## src/rtl/mc_controller.sv

```systemverilog
// mc_controller: multi-cycle processor control FSM.
//
// Sequences fetch, decode, memory access, ALU execute/write-back and branch
// for a multi-cycle datapath. A wait counter watches memory handshakes and
// sends the FSM to a terminal FAULT state when memory stalls for too long.
//
// Optional feature: define MC_CTRL_LINK_EN to add the LINK state
// (branch-with-link writes the current PC to r14 before branching).
// With the macro undefined, op=10 always branches and link_sel is tied 0.
//
// Ports
//   clk, reset          : single rising-edge clock, synchronous active-low reset
//   op, funct, rd       : decoded instruction class, funct field, destination reg
//   cond_ok             : instruction condition passed
//   mem_ready / mem_req : memory handshake
//   ir_write, pc_write, reg_w, mem_w, alu_op, flag_w_en, link_sel, fault
//                       : datapath strobes
//   adr_src, alu_src_a, alu_src_b, result_src : datapath mux selects
//   state_o             : current state encoding (debug only)
//
// state    | meaning
// ---------+------------------------------------------------------------
// FETCH    | read instruction at PC, PC+4 written on mem_ready
// DECODE   | pick the instruction path, PC+4 available on ALU
// MEMADDR  | compute load/store address
// MEMREAD  | load data read, waits on mem_ready
// MEMWRITE | store data write, waits on mem_ready
// MEMWB    | write loaded data to rd (PC when rd=15)
// EXECR    | ALU op with register operand
// EXECI    | ALU op with immediate operand
// ALUWB    | ALU result write-back and flag update
// BRANCH   | PC <- branch target
// LINK     | r14 <- PC, only with MC_CTRL_LINK_EN
// FAULT    | illegal op or memory timeout, held until reset
module mc_controller #(
    parameter int unsigned MAX_WAIT = 15,  // 0 disables the memory timeout
    parameter int unsigned WAIT_W   = 4    // must hold MAX_WAIT
) (
    input  logic       clk,
    input  logic       reset,
    input  logic [1:0] op,
    input  logic [5:0] funct,
    input  logic [3:0] rd,
    input  logic       cond_ok,
    input  logic       mem_ready,
    output logic       mem_req,
    output logic       ir_write,
    output logic       pc_write,
    output logic       reg_w,
    output logic       mem_w,
    output logic       alu_op,
    output logic       flag_w_en,
    output logic       link_sel,
    output logic       fault,
    output logic       adr_src,
    output logic       alu_src_a,
    output logic [1:0] alu_src_b,
    output logic [1:0] result_src,
    output logic [3:0] state_o
);

    typedef enum logic [3:0] {
        ST_FETCH    = 4'd0,
        ST_DECODE   = 4'd1,
        ST_MEMADDR  = 4'd2,
        ST_MEMREAD  = 4'd3,
        ST_MEMWRITE = 4'd4,
        ST_MEMWB    = 4'd5,
        ST_EXECR    = 4'd6,
        ST_EXECI    = 4'd7,
        ST_ALUWB    = 4'd8,
        ST_BRANCH   = 4'd9,
`ifdef MC_CTRL_LINK_EN
        ST_LINK     = 4'd10,
`endif
        ST_FAULT    = 4'd15
    } state_t;

    localparam logic [WAIT_W-1:0] WAIT_LIMIT = WAIT_W'(MAX_WAIT);

    state_t            state_q, state_d;
    logic [WAIT_W-1:0] wait_cnt_q, wait_cnt_d;
    logic              wb_en;
    logic              timeout_hit;

    // funct[2:1] carry no control information.
    logic unused_funct;
    assign unused_funct = ^funct[2:1];

    assign state_o = state_q;

    // Outputs are a pure decode of the state register (plus the few inputs
    // the handshake and write-back rules need), so they are not re-registered:
    // ir_write/pc_write in FETCH must follow mem_ready in the same cycle.
    always_comb begin
        state_d     = state_q;
        mem_req     = 1'b0;
        ir_write    = 1'b0;
        pc_write    = 1'b0;
        reg_w       = 1'b0;
        mem_w       = 1'b0;
        alu_op      = 1'b0;
        flag_w_en   = 1'b0;
        link_sel    = 1'b0;
        fault       = 1'b0;
        adr_src     = 1'b0;
        alu_src_a   = 1'b0;
        alu_src_b   = 2'b00;
        result_src  = 2'b00;
        wb_en       = 1'b0;

        case (state_q)
            ST_FETCH: begin
                mem_req    = 1'b1;
                alu_src_a  = 1'b1;
                alu_src_b  = 2'b10;
                result_src = 2'b10;
                ir_write   = mem_ready;
                pc_write   = mem_ready;
                if (mem_ready) state_d = ST_DECODE;
            end
            ST_DECODE: begin
                alu_src_a  = 1'b1;
                alu_src_b  = 2'b10;
                result_src = 2'b10;
                if (!cond_ok) begin
                    state_d = ST_FETCH;
                end else begin
                    case (op)
                        2'b01:   state_d = ST_MEMADDR;
                        2'b00:   state_d = funct[5] ? ST_EXECI : ST_EXECR;
`ifdef MC_CTRL_LINK_EN
                        2'b10:   state_d = funct[4] ? ST_LINK : ST_BRANCH;
`else
                        2'b10:   state_d = ST_BRANCH;
`endif
                        default: state_d = ST_FAULT;
                    endcase
                end
            end
            ST_MEMADDR: begin
                alu_src_b = 2'b01;
                state_d   = funct[0] ? ST_MEMREAD : ST_MEMWRITE;
            end
            ST_MEMREAD: begin
                mem_req = 1'b1;
                adr_src = 1'b1;
                if (mem_ready) state_d = ST_MEMWB;
            end
            ST_MEMWRITE: begin
                mem_req = 1'b1;
                adr_src = 1'b1;
                mem_w   = 1'b1;
                if (mem_ready) state_d = ST_FETCH;
            end
            ST_MEMWB: begin
                result_src = 2'b01;
                reg_w      = 1'b1;
                pc_write   = (rd == 4'd15);
                state_d    = ST_FETCH;
            end
            ST_EXECR: begin
                alu_op  = 1'b1;
                state_d = ST_ALUWB;
            end
            ST_EXECI: begin
                alu_op    = 1'b1;
                alu_src_b = 2'b01;
                state_d   = ST_ALUWB;
            end
            ST_ALUWB: begin
                alu_op    = 1'b1;
                flag_w_en = funct[0];
                // compare/test class only updates flags
                wb_en     = (funct[4:3] != 2'b10);
                reg_w     = wb_en;
                pc_write  = wb_en & (rd == 4'd15);
                state_d   = ST_FETCH;
            end
            ST_BRANCH: begin
                alu_src_b  = 2'b01;
                result_src = 2'b10;
                pc_write   = 1'b1;
                state_d    = ST_FETCH;
            end
`ifdef MC_CTRL_LINK_EN
            ST_LINK: begin
                reg_w      = 1'b1;
                link_sel   = 1'b1;
                result_src = 2'b11;
                state_d    = ST_BRANCH;
            end
`endif
            ST_FAULT: begin
                fault = 1'b1;
            end
            default: begin
                state_d = ST_FAULT;
            end
        endcase

        // mem_req marks exactly the states that wait on memory. A ready in
        // the limit cycle still completes normally.
        timeout_hit = (MAX_WAIT != 0) && mem_req && !mem_ready
                      && (wait_cnt_q == WAIT_LIMIT);
        if (timeout_hit) state_d = ST_FAULT;

        if (state_d != state_q)
            wait_cnt_d = '0;
        else if (mem_req && !mem_ready && (wait_cnt_q < WAIT_LIMIT))
            wait_cnt_d = wait_cnt_q + WAIT_W'(1);
        else
            wait_cnt_d = wait_cnt_q;

        // Keep the datapath from committing anything while held in reset.
        if (!reset) begin
            mem_w    = 1'b0;
            reg_w    = 1'b0;
            pc_write = 1'b0;
            ir_write = 1'b0;
        end
    end

    always_ff @(posedge clk) begin
        if (!reset) begin
            state_q    <= ST_FETCH;
            wait_cnt_q <= '0;
        end else begin
            state_q    <= state_d;
            wait_cnt_q <= wait_cnt_d;
        end
    end

endmodule

```

## config.mk

```make
export PLATFORM = sky130hd
export DESIGN_NAME = mc_controller
export DESIGN_NICKNAME = d
export VERILOG_FILES = /design/src/rtl/mc_controller.sv
export SDC_FILE = /design/constraint.sdc
export NUM_CORES = 1
export LEC_CHECK = 0
export BUFFER_PORTS_ARGS = -buffer_cell sky130_fd_sc_hd__buf_2
export CORE_MARGIN = 3
export CORE_UTILIZATION = 49
export DETAILED_ROUTE_END_ITERATION = 7
export GPL_ROUTABILITY_DRIVEN = 0
export PLACE_DENSITY = 0.79
export SYNTH_ARGS = -nofsm -noshare
export SYNTH_HDL_FRONTEND = slang
export SYNTH_SLANG_ARGS = --single-unit
```

## constraint.sdc

```tcl
create_clock -name clk -period 2.08 [get_ports clk]
set_input_delay 0.416 -clock clk [delete_from_list [all_inputs] [get_ports clk]]
set_output_delay 0.416 -clock clk [all_outputs]
set_load 0.01 [all_outputs]
```

=== After elaboration in Yosys (flattened, before gate mapping) ===
Cells that the tools add are included.
Widths: inputs -> output; s select.

* $add $sub $neg: 1
* Multipliers: 0
* Divide/modulo/power cells: 0
* Magnitude comparators: 1
* Equal/unequal tests: 16
* Shifts and indexed selects: 0
* Muxes and demuxes: 25
* Bitwise operators: 2
* Reduce and logical (&&, ||, !) cells: 15

{| class="wikitable"
|+ Operators by type and width
! cell !! count
|-
| $pmux 4 s8 || 1
|-
| $eq 4x4->1 const B || 5
|-
| $mux 4 || 5
|-
| $eq 4x3->1 const B || 4
|-
| $reduce_or 3->1 || 5
|-
| $mux 1 || 13
|-
| $pmux 4 s3 || 1
|-
| $eq 4x2->1 const B || 2
|-
| $pmux 2 s2 || 2
|-
| $reduce_or 2->1 || 4
|-
| $add 4x1->4 const B || 1
|-
| $eq 4x1->1 const B || 1
|-
| $logic_not 4->1 || 1
|-
| $lt 4x4->1 const B || 1
|-
| $ne 4x4->1 || 1
|-
| $pmux 1 s4 || 1
|-
| $logic_and 1x1->1 || 3
|-
| $mux 3 || 1
|-
| $eq 2x1->1 const B || 1
|-
| $eq 2x2->1 const B || 1
|-
| $logic_not 2->1 || 1
|-
| $ne 2x2->1 const B || 1
|-
| $pmux 1 s2 || 1
|-
| $and 1x1->1 || 1
|-
| other kinds (2) || 2
|}

* Flip-flop bits (word level): 8
* Latch bits: 0
* RAM bits: 0
* Bits in read-only memories: 0
* Word-level logic and storage cells: 62
* Memories kept: 0

=== Depth between registers and ports, before layout ===
Gate-level depths: netlist of run 1.

* Depth after elaboration: 8
* Gate-level depth with buffers: 7
* Mapped depth without buffers: 7

=== Least setup slack after synthesis of run 1 ===
Ideal clock, no wire load.

* Kind: flip-flop to output port
* From: register state_q[2], in the netlist state_o[2]
* To: output pc_write
* Arrival: 1583 ps
* Path slack: 81 ps
* Cell stages (with the launch flop): 7
* Cells stage by stage: dfxtp_1 > buf_4 > clkbuf_1 > nor2b_1 > nand2_1 > a211o_1 > o21bai_1

* Word-level cells in the longest chain between the ends: 3
* Elaborated cells on any way between the ends: 6
* Classes of those cells: eq/ne: 3; mux: 2; reduce/logical: 1

{| class="wikitable"
|+ Ends and longest elaborated chain
! what !! RTL line !! source
|-
| from (decl) || 81 || <nowiki>state_t state_q, state_d;</nowiki>
|-
| from (signal assigned) || 229 || <nowiki>state_q <= state_d;</nowiki>
|-
| $eq 4x4->1, or another cell as far along || 112 || <nowiki>case (state_q)</nowiki>
|-
| $pmux 1 s4 * || 112 ||
|-
| $mux 1 * || 216 || <nowiki>if (!reset) begin</nowiki>
|-
| to (decl) || 48 || <nowiki>output logic pc_write,</nowiki>
|}

Mark *: on every way between the ends. The rest lies on a longest branch, timed or not.

=== Final worst setup path of run 1 ===
Same ends and word-level chain as after synthesis.

==> summary.md, run 1 <==
| Metric | Value |
|---|---|
| Outcome | completed |
| Synth warnings | 0 |
| Worst path slowest cell | dfxtp_4 |
| I/O pins | 35 |
| Router iterations before antenna repair | 4 |
| Share of post-route cells with drive strength above 1 | 0.393 |
| Crit-path max cell delay | 380 ps |
| Clock Skews | about 7.7 ps |
| Antenna Cells | 0 |
| Final hold vios | 0 |
| Leak Pwr | about 0.53 nW |
| Period utilisation layout | 0.961 |
| CP Buf/Inv Count | 1 |
| CP required | about 1700 ps |
| Largest family of logic cells by synthesized area | simple AND/OR/NAND/NOR gates |
| Initial DRC Count | 38 |
| Simple-gate portion of the synthesized area | 0.322 |
| RSZ-0062 raised after global routing | no |
| Die width | a little over 50 um |
| Clock insertion delay at the later pin of the skew report | around 260 ps |
| Drc violations | 0 |
| Via/cell ratio | ~5.8 |
| Crit path DAT | between 1500 and 2000 ps |
| Max Cap Violations | 0 |
| Row Count | 15 |
| Starting Density | 0.540 |
| Die area | between 0.002 and 0.003 sq mm |
| Vias in the first global route | 938 |
| Detailed Place HPWL | approximately 1900 um |
| Min-delay src | reset |
| Top routing layer used | met4 |
| Mapped Cells | approximately 120 |
| CTS Root Cell | clkbuf_4 |
| Dpl cell area | 0.00114 sq mm |
| Crit Path Category | flop to primary output |
| Power Dens Cells | 425 mW/mm^2 |
| Via Count | between 1000 and 1500 |
| Total chip power | around 0.5 mW |
| Worst VDD drop | 0.382 mV |
| CP cell instances | nand2b_4 -> a211o_1 -> a21oi_2 -> a32oi_1 -> o21bai_1 -> buf_2 |
| Reg2Reg Setup Slack | roughly 200 ps |
| Reg-to-Reg Start | state_o[2] |
| Top-area cell type share of the netlist area | 0.166 |
| Max Freq | around 500 MHz |
| Final setup fails | 0 |
| Asr flop ratio synth | 0 |
| Most common cell after layout, fill and taps aside | buf_2 |
| I/O Buffers | 31 |
| Met1 wire length | just under 1000 um |
| Number of H-tree levels | 1 |
| EDFF count, synth | 0 |
| Syn_area_per_cell | ~8.1 sq um |
| Setup ws final | about 82 ps |
| Pin count of the biggest net entering global routing | 16 |
| Clock Sinks | 8 |
| Total GRT Usage | 0.209 |
| CP Launch Point | state_o[2] |
| Commonest cells after routing, fill and taps aside | 31 x buf_2, 9 x inv_1, 9 x nand2_1 |
| Cts bufs inserted | 3 |
| Bufs on Longest Clock Path | 2 |
| Max Slew Vio Count | 0 |
| Final Critical Period | 2000 ps |
| Min-delay worst type | input pin to flop |
| Crit-path leading delay family | compound AO/OA/AOI/OAI gates |
| ANT nets after route | 0 |
| Antenna violations before repair | 0 |
| DR WL met2 | about 1200 um |
| Met3 WL | ~180 um |
| Cell taking the most area after synthesis | dfxtp_1 |
| Critical Path Start Type | flop |
| CTS Hold Bufs | 0 |
| DP Worst Slack | 59.5 ps |
| #FFs+latches synth | 8 |
| Congestion Overflow GR | 0 |
| Sequential share of the synthesized area | 0.166 |
| Syn Std Cell Area | a little under 0.001 sq mm |
| Post-Synth XOR/XNOR Area | 0.0364 |
| CP Capture Type | primary output |
| Ys flop type | dfxtp_1 |
| Design Area, Final | 0.00120 sq mm |
| Nets | about 170 |
| Critical Path Fanout Max | 12 |
| Top post-synthesis cells by area | dfxtp_1 17%, ha_1 5.2%, inv_1 3.5% |
| Syn Nets | around 140 |
| Detailed-route wire length | ~2400 um |
| Core Area | approximately 0.0018 sq mm |
| Routed wire per std cell | around 14 um |
| Die Ht | around 50 um |
| Synth unique cells | 53 |
| Adder-Cell Fraction of Synth Area | 0.0519 |
| Clock slew at reported path FFs | about 60 ps |
| Area grow syn2layout | 24.5% |
| TritonCTS clock tree | done |
| First-pass GRT wire length | 4040 um |
| Postcts setup bufs | 0 |
| Mux share of post-synthesis cell area | 0.0221 |
| Compound-Gate Fraction of Synth Area | 0.295 |
| Setup tns final | 0 ps |
metrics by stage:
step / utilization / hold slack, ps / cells
global route: 0.673 / 464 / 175
detailed placement: 0.638 / 550 / 172
finish: 0.673 / 458 / 175
CTS: 0.657 / 447 / 175
global placement: 0.638 / 545 / 172
floorplan: - / 515 / 119
where the power goes:
group | leakage (nW) | total [mW] | switching [mW] | internal (mW)
Combinational | 0.454 | 0.204 | 0.110 | 0.0947
Clock | 0.0138 | 0.125 | 0.0584 | 0.0664
Sequential | 0.0676 | 0.180 | 0.0200 | 0.160
layout make-up:
| cell class | count | area, sq um |
|---|---|---|
| Tap cell | 25 | 31.3 |
| Fill cell | 147 | 583 |
| Multi-Input combinational cell | 92 | 732 |
| Clock buffer | 3 | 22.5 |
| Timing Repair Buffer | 38 | 208 |
| Sequential cell | 8 | 173 |
| Inverter | 9 | 33.8 |
cells in the mapped netlist (2+ instances only):
master	number
a211o_1	2
a21oi_1	3
and2_1	3
and3_1	2
buf_4	3
buf_6	2
clkbuf_1	4
dfxtp_1	8
ha_1	4
inv_1	9
nand2_1	9
nand2b_1	2
nand4_1	2
nor2_1	6
nor2b_1	5
nor3_1	5
nor3b_1	2
nor4_1	3
o211ai_2	2
o21a_1	2
o21ai_0	6
or4b_4	2
xnor2_1	3
worst paths after layout:
| check | cells after the start | to |
|---|---|---|
| setup / recovery | 6 | pc_write |
| setup reg to reg | 6 | wait_cnt_q[0] |
| hold / removal | 2 | state_o[0] |
| hold reg to reg | 2 | wait_cnt_q[1] |
logic make-up (layout without fill, tap and decap cells):
family	Yosys count	after routing
other	1	1
muxes	2	2
DFF	8	8
xor gates and xnor gates	4	4
AOI/OAI and AO/OA	31	31
and+or+nand+nor	50	50
adders and majority gates	4	4
buffers and inverters	19	50
routing by layer:
| metal | GRT usage | vias up |
|---|---|---|
| met5 | 0 | - |
| met4 | 0.121 | 0 |
| met3 | 0.0475 | 6 |
| met2 | 0.359 | 38 |
| met1 | 0.234 | 467 |
| li1 | - | 497 |
sequential cells by signal, indices dropped and copies added (netlist names):
name / count
state_o: 4
wait_cnt_q: 4
timing repair:
item,CTS,global route
setup endpoints to repair,2,5
gates cloned,0,0
gates resized for setup,4,9
Note: power is estimated with default switching activity, not from simulation.
==> run 2, diff against run 1 <==
CELL_PAD_IN_SITES_DETAIL_PLACEMENT = 1   (was default)
CELL_PAD_IN_SITES_GLOBAL_PLACEMENT = 2   (was default)
CORE_UTILIZATION = 27   (was 49)
PLACE_DENSITY = default   (was 0.79)
PLACE_DENSITY_LB_ADDON = 0.1   (was default)
==> run 2 against run 1 <==
  * Sequential power decreased by 3%
  * Count of clock-buffer cells in the layout is the same
  * Routed wire length up 27%
  * Largest cell class unchanged
==> summary.md, run 2 (synthesized netlist as in run 1, its figures left out) <==
| Metric | Value |
|---|---|
| Setup tns final | 0 ps (unchanged) |
| Pin count of the biggest net entering global routing | 15 (-1) |
| Worst path slowest cell | dfxtp_1 |
| Commonest cells after routing, fill and taps aside | 32 x buf_2, 17 x buf_4, 9 x inv_1, 9 x nand2_1, 6 x o21ai_0 |
| Antenna violations before repair | 0 (unchanged) |
| Clock insertion delay at the later pin of the skew report | 250 ps (about the same) |
| Die area | 0.00432 sq mm (+71%) |
| Final core utilization | 0.399 (-0.274) |
| Sequential power share | 0.321 (-0.033) |
| Min-delay src | reset |
| Min-delay worst type | input pin to flop |
| Leak Pwr | 0.614 nW (+15%) |
| Row Count | 21 (+6) |
| Clock slew at reported path FFs | 60 ps (about the same) |
| Period utilisation layout | 0.956 (-0.00426) |
| Core Area | 0.00339 sq mm (+90%) |
| Reg2Reg Setup Slack | 90 ps (-110 ps) |
| Clock Skews | 0.907 ps (-6.84 ps) |
| Most common cell after layout, fill and taps aside | buf_2 |
| Final hold vios | 0 (unchanged) |
| Power Dens Cells | 402 mW/mm^2 (-5.3%) |
| Max Slew Vio Count | 0 (unchanged) |
| Routed wire per std cell | 14.8 um (+6.5%) |
| Setup ws final | 90.9 ps (+8.85 ps) |
| Max Cap Violations | 0 (unchanged) |
| CTS Root Cell | clkbuf_4 |
| Crit-path leading delay family | flip-flops |
| Reg-to-Reg Start | state_o[1] |
| CP required | 2190 ps (+530 ps) |
| Filler cells | 421 (+190%) |
| Antenna Cells | 0 (unchanged) |
| Via/cell ratio | 5.06 (-12%) |
| TritonCTS clock tree | done |
| Number of H-tree levels | 1 (unchanged) |
| Share of post-route cells with drive strength above 1 | 0.466 (+0.0729) |
| Bufs on Longest Clock Path | 2 (unchanged) |
| Outcome | completed |
| R2R depth | 7 (+1) |
| Crit-path max cell delay | 470 ps (+90 ps) |
| Die width | 65.7 um (+31%) |
| Vias in the first global route | 979 (+4.4%) |
| Crit path DAT | 2100 ps (+520 ps) |
| Initial DRC Count | 42 (+11%) |
| Clock Sinks | 8 (unchanged) |
| ANT nets after route | 0 (unchanged) |
| I/O Buffers | 31 (unchanged) |
| Area grow syn2layout | 40.3% |
| Worst VDD drop | 0.188 mV (-51%) |
| Congestion Overflow GR | 0 (unchanged) |
| Switching fraction of total power | 0.365 (-0.00381) |
| Critical path's most frequent cell | buf_4 |
| Hold Path End | state_o[0] |
| Detailed Place HPWL | 2390 um (+25%) |
| Gate power share | 0.461 (+0.060) |
| Switching power total | 0.198 mW (+5.5%) |
| Critical Path Start Type | flop |
| Total GRT Usage | 0.135 (-0.0742) |
| Final setup fails | 0 (unchanged) |
| Internal | 0.345 mW (+7.3%) |
| Final Critical Period | 1990 ps (-8.85 ps) |
| Drc violations | 0 (unchanged) |
| Detailed-route wire length | 3090 um (+27%) |
| Max Freq | 503 MHz (+0.45%) |
| Total chip power | 0.543 mW (+6.6%) |
| Critical Path Fanout Max | 8 (-4) |
| Dpl cell area | 0.00121 sq mm (+6.3%) |
| Worst R2R End | wait_cnt_q[1] |
| Hold path cells | 2 (unchanged) |
| CP Capture Type | flop |
| First-pass GRT wire length | 4570 um (+13%) |
| Via Count | 1057 (+4.9%) |
| CP Buf/Inv Count | 2 (+1) |
| RSZ-0062 raised after global routing | yes |
| DP Worst Slack | -16.5 ps (-76.0 ps) |
| Starting Density | 0.284 (-0.256) |
| Clock power share | 0.218 (-0.027) |
| Design Area, Final | 0.00135 sq mm (+13%) |
| Die Ht | 65.7 um (+31%) |
| CTS Hold Bufs | 0 (unchanged) |
| Crit Path Category | flop to flop |
| CP cell instances | buf_4 -> nor2_1 -> buf_4 -> o211ai_2 -> nand4_1 -> xnor2_1 -> nor4_1 |
| Router iterations before antenna repair | 3 (-1) |
| Nets | 185 (+7.6%) |
| Cts bufs inserted | 3 (unchanged) |
| I/O pins | 35 (unchanged) |
[run 2: worst reg2reg max path: stages, from the launching register on]
cell	delay, ps
dfxtp_1	470
buf_4	200
nor2_1	60
buf_4	150
o211ai_2	210
nand4_1	200
xnor2_1	440
nor4_1	120
[run 2: layer usage]
layer,vias to the layer above,track usage,routed length (um),share of wire
met1,516,0.173,1350,0.44
li1,525,-,-,-
met3,2,0.00684,80,0.026
met5,-,0,0,0
met4,0,0.0544,19,0.0062
met2,14,0.233,1640,0.53
[run 2: layout make-up]
| class | instances | area, sq um | share of cell area |
|---|---|---|---|
| timing repair buffer | 51 | 310 | 0.230 |
| sequential | 8 | 169 | 0.125 |
| multi-input combinational | 92 | 758 | 0.561 |
| clock buffer | 3 | 22.5 | 0.0167 |
| tap | 46 | 57.6 | 0.0426 |
| inverter | 9 | 33.8 | 0.0250 |
[run 2: worst max path at each step]
| stage | cells past startpoint | slack, ps | endpoint | startpoint |
|---|---|---|---|---|
| floorplan | 6 | 80 | pc_write | state_o[2] |
| global placement | 8 | 60 | wait_cnt_q[0] | op[0] |
| detailed placement | 8 | -20 | wait_cnt_q[1] | op[0] |
| CTS | 5 | 30 | pc_write | state_o[0] |
| global route | 7 | -40 | wait_cnt_q[2] | state_o[1] |
| finish | 7 | 90 | wait_cnt_q[1] | state_o[1] |
[run 2: stage by stage]
stage / cells / hold slack (ps)
floorplan: 119 / 515
detailed placement: 199 / 556
CTS: 202 / 468
global route: 209 / 480
global placement: 199 / 545
finish: 209 / 482
[run 2: power by group through the flow]
stage,Sequential (mW),Combinational [mW],Clock (mW)
finish,0.174,0.250,0.119
global route,0.176,0.275,0.134
CTS,0.179,0.218,0.123
floorplan,0.174,0.143,0
detailed placement,0.181,0.214,0
global placement,0.181,0.209,0
[run 2: what timing repair did]
| action | 4_1_cts | 5_1_grt |
|---|---|---|
| endpoints found under the hold margin | 0 | 0 |
| endpoints found under the setup margin | 4 | 2 |
| setup buffers | 0 | 7 |
| resized for setup | 7 | 13 |
| cloned | 0 | 0 |
| pin swaps | 0 | 3 |
